==> src/rtl/primus_operand_fetch_if.sv <==
// Bundle of the decode, writeback and ALU-side signals of the operand-fetch stage.
// Valid/ready: a transfer happens on a rising edge where valid and ready are both 1; the producer holds its payload steady until then.
interface primus_operand_fetch_if #(
  parameter int XLEN = 16,
  parameter int AW   = 4
);
  logic            flush_i;
  logic            dec_valid_i;
  logic            dec_ready_o;
  logic [AW-1:0]   dec_rs1_i;
  logic [AW-1:0]   dec_rs2_i;
  logic            dec_use_imm_i;
  logic [XLEN-1:0] dec_imm_i;
  logic [3:0]      dec_op_i;
  logic [AW-1:0]   dec_rd_i;
  logic            wb_en_i;
  logic [AW-1:0]   wb_rd_i;
  logic [XLEN-1:0] wb_data_i;
  logic            alu_valid_o;
  logic            alu_ready_i;
  logic [XLEN-1:0] rs1_data_q_o;
  logic [XLEN-1:0] rs2_data_q_o;
  logic [3:0]      alu_op_o;
  logic [AW-1:0]   alu_rd_o;

  modport master (
    output flush_i, dec_valid_i, dec_rs1_i, dec_rs2_i, dec_use_imm_i, dec_imm_i,
           dec_op_i, dec_rd_i, wb_en_i, wb_rd_i, wb_data_i, alu_ready_i,
    input  dec_ready_o, alu_valid_o, rs1_data_q_o, rs2_data_q_o, alu_op_o, alu_rd_o
  );

  modport slave (
    input  flush_i, dec_valid_i, dec_rs1_i, dec_rs2_i, dec_use_imm_i, dec_imm_i,
           dec_op_i, dec_rd_i, wb_en_i, wb_rd_i, wb_data_i, alu_ready_i,
    output dec_ready_o, alu_valid_o, rs1_data_q_o, rs2_data_q_o, alu_op_o, alu_rd_o
  );
endinterface

==> src/rtl/primus_operand_fetch.sv <==
// Operand-fetch stage: register file, writeback bypass and a 2-entry operand queue
// whose entries keep snooping writebacks until the ALU takes them.
module primus_operand_fetch #(
  parameter int XLEN  = 16,
  parameter int NREGS = 16
) (
  input logic                  clk_i,
  input logic                  rst_ni,
  primus_operand_fetch_if.slave bus
);
  localparam int AW = $clog2(NREGS);

  typedef struct packed {
    logic [XLEN-1:0] a;
    logic [XLEN-1:0] b;
    logic [3:0]      op;
    logic [AW-1:0]   rd;
    logic [AW-1:0]   rs1;
    logic [AW-1:0]   rs2;
    logic            b_imm;
  } entry_t;

  logic [XLEN-1:0] rf [NREGS];
  entry_t          q0, q1;
  logic [1:0]      count;

  logic            wb_hit;
  logic            push, pop;
  logic [XLEN-1:0] rs1_val, rs2_val;
  entry_t          new_entry, s0, s1;

  // Entries track their source tags so a later writeback can refresh them in place.
  function automatic entry_t snoop(input entry_t e, input logic hit,
                                   input logic [AW-1:0] rd, input logic [XLEN-1:0] data);
    entry_t r;
    r = e;
    if (hit && (e.rs1 == rd)) r.a = data;
    if (hit && !e.b_imm && (e.rs2 == rd)) r.b = data;
    return r;
  endfunction

  assign wb_hit = bus.wb_en_i && (bus.wb_rd_i != '0);

  always_comb begin
    rs1_val = '0;
    if (bus.dec_rs1_i != '0)
      rs1_val = (wb_hit && (bus.wb_rd_i == bus.dec_rs1_i)) ? bus.wb_data_i : rf[bus.dec_rs1_i];
  end

  always_comb begin
    rs2_val = '0;
    if (bus.dec_rs2_i != '0)
      rs2_val = (wb_hit && (bus.wb_rd_i == bus.dec_rs2_i)) ? bus.wb_data_i : rf[bus.dec_rs2_i];
  end

  always_comb begin
    new_entry       = '0;
    new_entry.a     = rs1_val;
    new_entry.b     = bus.dec_use_imm_i ? bus.dec_imm_i : rs2_val;
    new_entry.op    = bus.dec_op_i;
    new_entry.rd    = bus.dec_rd_i;
    new_entry.rs1   = bus.dec_rs1_i;
    new_entry.rs2   = bus.dec_rs2_i;
    new_entry.b_imm = bus.dec_use_imm_i;
  end

  assign s0 = snoop(q0, wb_hit, bus.wb_rd_i, bus.wb_data_i);
  assign s1 = snoop(q1, wb_hit, bus.wb_rd_i, bus.wb_data_i);

  assign bus.dec_ready_o = (count != 2'd2) && !bus.flush_i;
  assign bus.alu_valid_o = (count != 2'd0);
  assign push            = bus.dec_valid_i && bus.dec_ready_o;
  assign pop             = bus.alu_valid_o && bus.alu_ready_i;

  // q0 is always the head; a pop at count 2 shifts the snooped tail forward.
  always_ff @(posedge clk_i or negedge rst_ni) begin
    if (!rst_ni) begin
      count <= 2'd0;
      q0    <= '0;
      q1    <= '0;
    end else if (bus.flush_i) begin
      count <= 2'd0;
    end else begin
      case (count)
        2'd0: begin
          if (push) begin
            q0    <= new_entry;
            count <= 2'd1;
          end
        end
        2'd1: begin
          if (push && pop) begin
            q0 <= new_entry;
          end else if (pop) begin
            count <= 2'd0;
          end else if (push) begin
            q0    <= s0;
            q1    <= new_entry;
            count <= 2'd2;
          end else begin
            q0 <= s0;
          end
        end
        default: begin
          if (pop) begin
            q0    <= s1;
            count <= 2'd1;
          end else begin
            q0 <= s0;
            q1 <= s1;
          end
        end
      endcase
    end
  end

  // x0 is never written, so it stays at its reset value of zero.
  always_ff @(posedge clk_i or negedge rst_ni) begin
    if (!rst_ni) begin
      for (int i = 0; i < NREGS; i++) rf[i] <= '0;
    end else if (wb_hit) begin
      rf[bus.wb_rd_i] <= bus.wb_data_i;
    end
  end

  assign bus.rs1_data_q_o = bus.alu_valid_o ? q0.a  : '0;
  assign bus.rs2_data_q_o = bus.alu_valid_o ? q0.b  : '0;
  assign bus.alu_op_o     = bus.alu_valid_o ? q0.op : '0;
  assign bus.alu_rd_o     = bus.alu_valid_o ? q0.rd : '0;

endmodule
==> src/flat_wrapper.sv <==
// flat-port wrapper written by rule: the top's interface ports become plain ports
module primus_operand_fetch_flat 
#(
  parameter int XLEN  = 16,
  parameter int NREGS = 16
)
  (clk_i, rst_ni, bus_flush_i, bus_dec_valid_i, bus_dec_rs1_i, bus_dec_rs2_i, bus_dec_use_imm_i, bus_dec_imm_i, bus_dec_op_i, bus_dec_rd_i, bus_wb_en_i, bus_wb_rd_i, bus_wb_data_i, bus_alu_ready_i, bus_dec_ready_o, bus_alu_valid_o, bus_rs1_data_q_o, bus_rs2_data_q_o, bus_alu_op_o, bus_alu_rd_o);
  primus_operand_fetch_if #(.XLEN(XLEN)) bus_i ();
  input logic clk_i;
  input logic rst_ni;
  input wire logic [$bits(bus_i.flush_i)-1:0] bus_flush_i;
  input wire logic [$bits(bus_i.dec_valid_i)-1:0] bus_dec_valid_i;
  input wire logic [$bits(bus_i.dec_rs1_i)-1:0] bus_dec_rs1_i;
  input wire logic [$bits(bus_i.dec_rs2_i)-1:0] bus_dec_rs2_i;
  input wire logic [$bits(bus_i.dec_use_imm_i)-1:0] bus_dec_use_imm_i;
  input wire logic [$bits(bus_i.dec_imm_i)-1:0] bus_dec_imm_i;
  input wire logic [$bits(bus_i.dec_op_i)-1:0] bus_dec_op_i;
  input wire logic [$bits(bus_i.dec_rd_i)-1:0] bus_dec_rd_i;
  input wire logic [$bits(bus_i.wb_en_i)-1:0] bus_wb_en_i;
  input wire logic [$bits(bus_i.wb_rd_i)-1:0] bus_wb_rd_i;
  input wire logic [$bits(bus_i.wb_data_i)-1:0] bus_wb_data_i;
  input wire logic [$bits(bus_i.alu_ready_i)-1:0] bus_alu_ready_i;
  output wire logic [$bits(bus_i.dec_ready_o)-1:0] bus_dec_ready_o;
  output wire logic [$bits(bus_i.alu_valid_o)-1:0] bus_alu_valid_o;
  output wire logic [$bits(bus_i.rs1_data_q_o)-1:0] bus_rs1_data_q_o;
  output wire logic [$bits(bus_i.rs2_data_q_o)-1:0] bus_rs2_data_q_o;
  output wire logic [$bits(bus_i.alu_op_o)-1:0] bus_alu_op_o;
  output wire logic [$bits(bus_i.alu_rd_o)-1:0] bus_alu_rd_o;
  assign bus_i.flush_i = bus_flush_i;
  assign bus_i.dec_valid_i = bus_dec_valid_i;
  assign bus_i.dec_rs1_i = bus_dec_rs1_i;
  assign bus_i.dec_rs2_i = bus_dec_rs2_i;
  assign bus_i.dec_use_imm_i = bus_dec_use_imm_i;
  assign bus_i.dec_imm_i = bus_dec_imm_i;
  assign bus_i.dec_op_i = bus_dec_op_i;
  assign bus_i.dec_rd_i = bus_dec_rd_i;
  assign bus_i.wb_en_i = bus_wb_en_i;
  assign bus_i.wb_rd_i = bus_wb_rd_i;
  assign bus_i.wb_data_i = bus_wb_data_i;
  assign bus_i.alu_ready_i = bus_alu_ready_i;
  assign bus_dec_ready_o = bus_i.dec_ready_o;
  assign bus_alu_valid_o = bus_i.alu_valid_o;
  assign bus_rs1_data_q_o = bus_i.rs1_data_q_o;
  assign bus_rs2_data_q_o = bus_i.rs2_data_q_o;
  assign bus_alu_op_o = bus_i.alu_op_o;
  assign bus_alu_rd_o = bus_i.alu_rd_o;
  primus_operand_fetch #(.XLEN(XLEN), .NREGS(NREGS)) u_core (.clk_i(clk_i), .rst_ni(rst_ni), .bus(bus_i));
endmodule
==> config.mk <==
export PLATFORM = sky130hd
export DESIGN_NAME = primus_operand_fetch_flat
export DESIGN_NICKNAME = d
export VERILOG_FILES = /design/src/rtl/primus_operand_fetch_if.sv /design/src/rtl/primus_operand_fetch.sv /design/src/flat_wrapper.sv
export SDC_FILE = /design/constraint.sdc
export NUM_CORES = 1
export LEC_CHECK = 0
export CORE_MARGIN = 3
export CORE_UTILIZATION = 60
export CTS_BUF_LIST = sky130_fd_sc_hd__clkbuf_4 sky130_fd_sc_hd__clkbuf_8
export CTS_CLUSTER_SIZE = 8
export DETAILED_ROUTE_END_ITERATION = 8
export PLACE_DENSITY = 0.85
export SYNTH_ARGS = -nofsm -noshare
export SYNTH_HDL_FRONTEND = slang
export SYNTH_SLANG_ARGS = --single-unit
==> constraint.sdc <==
create_clock -name clk_i -period 2.5 [get_ports clk_i]
set_input_delay 0.5 -clock clk_i [delete_from_list [all_inputs] [get_ports clk_i]]
set_output_delay 0.5 -clock clk_i [all_outputs]
set_load 0.05 [all_outputs]
==> impl_metrics.csv, run 1 <==
group,metric,value,unit
outcome,outcome,"completed",
die,die_area,35700,um2
cts,cts_buffers,57,
final_layout,fin_area,24800,um2
grt,grt_use_total,0.376,
worst_setup_path,cpPeakStageDelay,590,ps
cts,cts.sinks,356,
die,ioPinCount,101,
yosys,synth.distinct_cells,57,
timing,finalWorstSetupSlack,17.3,ps
yosys,syn_area,20100,um2
route,drc,0,
placed_design,place_inst,2290,
worst_hold_path,worstHoldStart,"u_core.rf[253]",
placed_design,routabilityCongestion,1.01,
worst_setup_path,path_class,"in2reg",
cts,clock_path_buffers,3,
route,wl_per_cell,29.2,um
final_layout,drive_gt1_frac,0.397,
worst_setup_path,crit_start,"bus_dec_rs2_i[3]",
final_layout,area_delta_synth_final,23.5,%
timing,relSlewSlack,0.453,
placed_design,dpl_cell_area,23500,um2
yosys,synthFlopType,"dfrtp_1",
cts,path_clk_slew,60,ps
placed_design,preCtsSetupSlack,-741,ps
route,drt-total-wl,69900,um
die,core,32800,um2
yosys,synthArstFlopShare,1.00,
final_layout,fin_cells,2395,
yosys,synthCells,1715,
worst_setup_path,path_cells,"clkdlybuf4s50_1, or3_1, buf_4, buf_12, o21ai_0, nor2_1, a32oi_2, buf_4, nor2_1, a211oi_1",
worst_hold_path,hold_class,"reg2reg",
route,antenna_left,0,
cts,cts.root.buffer_cell,"clkbuf_8",
route,num_vias,17500,
yosys,synth_nets,1774,
worst_setup_path,cp-end-kind,"flip-flop",
yosys,post_synth.cell_area_avg,11.7,um2
final_layout,fin_nets,1973,
cts,tritoncts,"built",
route,drt_iter0_drc,2820,
yosys,yosysSeqAreaShare,0.444,
worst_setup_path,cp_slowest_cell,"clkdlybuf4s50_1",
cts,clock_latency,640,ps
worst_setup_path,rr_startpoint,"u_core.q1[1]",
power_and_ir_drop,power_density,779,nW/um2
grt,grt_pass1_vias,17700,
placed_design,dp_hpwl,44800,um
timing,report.final.slew_viol_count,0,
final_layout,final_util,0.756,
timing,finalCritPeriodShare,0.993,
yosys,synth-edff-count,0,
job,maxCapViolCount,0,
grt,antenna_found_initial,0,
final_layout,layout_commonest_cell,"dfrtp_1",
yosys,synth_seq_cells,356,
final_layout,final_cell_mix,"356 x dfrtp_1, 286 x mux2_2, 177 x buf_4",
route,dr.pass1.iters,9,
timing,worst_pin_slew,818,ps
grt,grt_max_degree,86,
yosys,ys_warn_count,0,
timing,finClkSkew,21.9,ps
cts,h-tree-depth,2,
timing,setup_viol,0,
grt,overflow,0,
worst_setup_path,arrival,3010,ps
worst_setup_path,cp_max_fo,11,
timing,clock.fmax,0.403,GHz
die,fp.dieH,189,um
worst_setup_path,cp.required,3030,ps
placed_design,port-buffer-count,100,
timing,finalHoldViolCount,0,
die,die_w,189,um
grt,grt_pass1_wl,104000,um
worst_setup_path,cp-start-kind,"input port",
die,rows,66,
power_and_ir_drop,p_leak,10.7,nW
timing,period_needed,2480,ps
power_and_ir_drop,vdd.ir_drop.worst,0.000400,V
route,viasPerCell,7.32,
die,initial_core_util,0.613,
==> registers in the layout, summed over array words and instances (netlist names) <==
name and flops:
u_core.q0 49, u_core.rf 256, u_core.q1 49, u_core.count 2
==> final timing paths <==
check | end | slack [ps] | cells after the start
worst max register to register | u_core.q0[17] | 240 | 6
worst max-delay path | u_core.q1[28] | 20 | 10
worst min register to register | u_core.rf[253] | 410 | 0
min in group asynchronous | u_core.rf[183] | 510 | 2
worst min-delay path | u_core.rf[253] | 410 | 0
max in group asynchronous | u_core.q1[4] | 1180 | 3
==> metrics by stage <==
step | TNS, ps | total power, mW | hold WS [ps]
CTS | 0 | 19.0 | 406
floorplan | 0 | 11.5 | 204
global placement | -34680 | 13.1 | 380
detailed placement | -40750 | 13.6 | 388
finish | 0 | 19.3 | 408
global route | -70.7 | 19.9 | 413
==> worst max-delay path: cells and delay by family <==
kind / cells / cell delay (ps)
buf+inv: 4 / 1150
simple gates: 3 / 620
compound gates: 3 / 730
==> timing repair <==
action	CTS	global route
buffers inserted	4	1
endpoints found under the hold margin	71	0
setup endpoints to repair	17	53
resized for setup	2	8
hold buffers	1	0
pin swaps	2	1
cloned	1	0
==> cell families after synthesis <==
group	synth area share
mux	0.303
flops	0.444
buf+inv	0.0436
compound gates	0.119
xor+xnor	0.0105
simple gates	0.0801
==> layer usage <==
layer,share of wire,global-route usage,vias up
li1,-,-,6855
met1,0.34,0.463,8443
met2,0.45,0.591,1722
met3,0.14,0.114,510
met4,0.075,0.220,0
met5,0,0,-
==> cell type report <==
type	count	area (um2)
clock inverter	6	77.6
tap	442	553
sequential	356	8910
clock buffer	91	1120
timing repair buffer	325	3710
multi-input combinational	1166	10400
inverter	8	30.0
fill	1782	7990
antenna	1	2.50
==> cell usage after synthesis, drive strengths merged (18+ instances only) <==
master	number	area, um2
nor2	143	537
a21oi	40	204
a221oi	31	272
a22oi	63	473
a32oi	29	254
clkbuf	112	420
and2	43	269
o22ai	62	388
mux2i	96	961
a211oi	30	230
buf	74	425
dfrtp	356	8910
xnor2	18	158
nand2	86	323
mux4	81	1820
o21ai	32	160
mux2	291	3300
==> report_power, final <==
group          switching (mW)  internal [mW]
Combinational            2.65           2.92
Sequential               1.22           7.15
Clock                    2.43           2.94
Total                    6.30           13.0
(Power assumes the default switching activity.)
==> inputs of run 2 (changes only) <==
PLACE_DENSITY = 0.8   (was 0.85)
==> run 2 against run 1 <==
Sequential share of layout area grew 0.11 points. Highest routed layer unchanged. Combinational power decreased by 4.3%. Critical path type unchanged. Non-clock buffer count down 14. Clock power is 2% higher. Via count decreased by 5.9%. Clock skew increased by 8.3 ps. Largest cell class unchanged. First-iteration DRC count is 23% lower.
==> impl_metrics.csv, run 2 (same netlist as run 1, synthesis figures left out) <==
group,metric,value,unit
final_layout,layout_commonest_cell,"dfrtp_1",
worst_setup_path,ff2ff_path_depth,6,
final_layout,final_cell_mix,"356 x dfrtp_1, 286 x mux2_2, 165 x buf_4",
route,drc,0,
timing,period_needed,2460,ps
placed_design,dpl_cell_area,23300,um2
final_layout,fin_cells,2385,
worst_setup_path,rr_startpoint,"u_core.q1[1]",
final_layout,num_antenna_cells,0,
die,ioPinCount,101,
cts,clock_path_buffers,3,
timing,finalHoldViolCount,0,
timing,clock.fmax,0.406,GHz
die,core,32800,um2
cts,h-tree-depth,2,
route,drt-total-wl,63900,um
cts,path_clk_slew,60,ps
timing,setup_viol,0,
timing,report.final.slew_viol_count,0,
worst_setup_path,cp.required,2980,ps
cts,tritoncts,"built",
route,antenna_left,0,
cts,cts_buffers,58,
die,die_w,189,um
worst_setup_path,cp_max_fo,10,
placed_design,routabilityCongestion,0.938,
worst_setup_path,endpoint,"u_core.q1[28]",
timing,finClkSkew,30.2,ps
final_layout,final_util,0.754,
route,drt_iter0_drc,2161,
placed_design,place_inst,2274,
grt,overflow,0,
placed_design,preCtsSetupSlack,-808,ps
worst_setup_path,cp-end-kind,"flip-flop",
die,rows,66,
outcome,outcome,"completed",
grt,antenna_found_initial,1,
worst_hold_path,hold_depth,2,
placed_design,port-buffer-count,100,
route,viasPerCell,6.92,
final_layout,drive_gt1_frac,0.394,
route,num_vias,16500,
final_layout,fin_nets,1960,
die,die_area,35700,um2
die,initial_core_util,0.613,
final_layout,largest_reg_flops,256,
timing,relSlewSlack,0.507,
worst_hold_path,worstHoldStart,"bus_dec_rs2_i[0]",
final_layout,area_delta_synth_final,23.1,%
final_layout,fill_cells,1971,
die,fp.dieH,189,um
final_layout,fin_area,24700,um2
grt,grt_max_degree,69,
timing,finalCritPeriodShare,0.986,
power_and_ir_drop,p_leak,10.6,nW
worst_setup_path,r2r-end,"u_core.q0[20]",
worst_setup_path,crit_start,"bus_wb_rd_i[0]",
power_and_ir_drop,power_density,773,nW/um2
worst_hold_path,hold_class,"in2reg",
grt,grt_use_total,0.357,
timing,grt_setup_unrepaired,"no",
cts,cts.sinks,356,
timing,worst_hold_slack,330,ps
grt,grt_pass1_wl,98900,um
job,maxCapViolCount,0,
timing,fin_tns_setup,0,ps
cts,cts.root.buffer_cell,"clkbuf_8",
timing,finalWorstSetupSlack,35.8,ps
cts,clock_latency,620,ps
grt,grt_pass1_vias,17000,
worst_setup_path,arrival,2950,ps
worst_setup_path,cp-start-kind,"input port",
power_and_ir_drop,vdd.ir_drop.worst,0.000451,V
timing,worst_pin_slew,737,ps
placed_design,dp_hpwl,42500,um
worst_setup_path,path_class,"in2reg",
power_and_ir_drop,total_power,19.1,mW
route,wl_per_cell,26.8,um
worst_setup_path,ff2ff_setup_slack,320,ps
route,dr.pass1.iters,6,
final_layout,top_register,"u_core.rf",
final_layout,biggestRegsByFlops,"u_core.rf x256, u_core.q0 x49, u_core.q1 x49",
-- run 2: cell count changes in the layout (fill, tap and decap cells not counted), moves of 3 or more --
| cell | before | now |
|---|---|---|
| a32oi_1 | 25 | 28 |
| a32oi_2 | 4 | 1 |
| buf_12 | 89 | 86 |
| clkbuf_8 | 70 | 74 |
| buf_4 | 177 | 165 |
-- run 2: timing repair --
item,CTS,global route
gates resized for setup,3,7
cloned,1,0
pin swaps,2,1
buffers inserted,6,1
endpoints found under the hold margin,62,0
endpoints found under the setup margin,39,57
hold buffers,1,0
-- run 2: worst min path at each step --
stage,slack (ps),endpoint
6_report,330,u_core.q1[1]
5_1_grt,330,u_core.q1[1]
4_1_cts,300,u_core.q1[1]
3_5_place_dp,390,u_core.rf[240]
3_3_place_gp,380,u_core.rf[245]
2_1_floorplan,200,u_core.count[0]
-- run 2: cell type report --
cell class,count,area [um2],area share
Sequential cell,356,8910,0.360
Tap cell,442,553,0.0224
Clock inverter,7,93.8,0.00380
Multi-Input combinational cell,1166,10400,0.421
Clock buffer,95,1180,0.0476
Timing Repair Buffer,311,3560,0.144
Inverter,8,30.0,0.00121
-- run 2: report_power, final --
group | total (mW) | leakage [nW] | internal, mW | switching (mW)
clock network | 5.49 | 0.675 | 3.16 | 2.33
registers | 8.27 | 4.38 | 7.15 | 1.12
logic | 5.34 | 5.54 | 2.90 | 2.45
-- run 2: metal layers --
layer / global-route usage / part of all wire
met1: 0.464 / 0.36
met2: 0.563 / 0.47
met3: 0.0846 / 0.11
met4: 0.187 / 0.057
met5: 0 / 0
-- run 2: critical path, stage by stage --
cell	delay [ps]
clkdlybuf4s50_1	450
buf_4	160
buf_4	130
xor2_1	170
or3_1	410
buf_12	170
buf_4	140
o31ai_1	380
a32oi_1	90
buf_4	180
nor2_1	90
a211oi_1	60
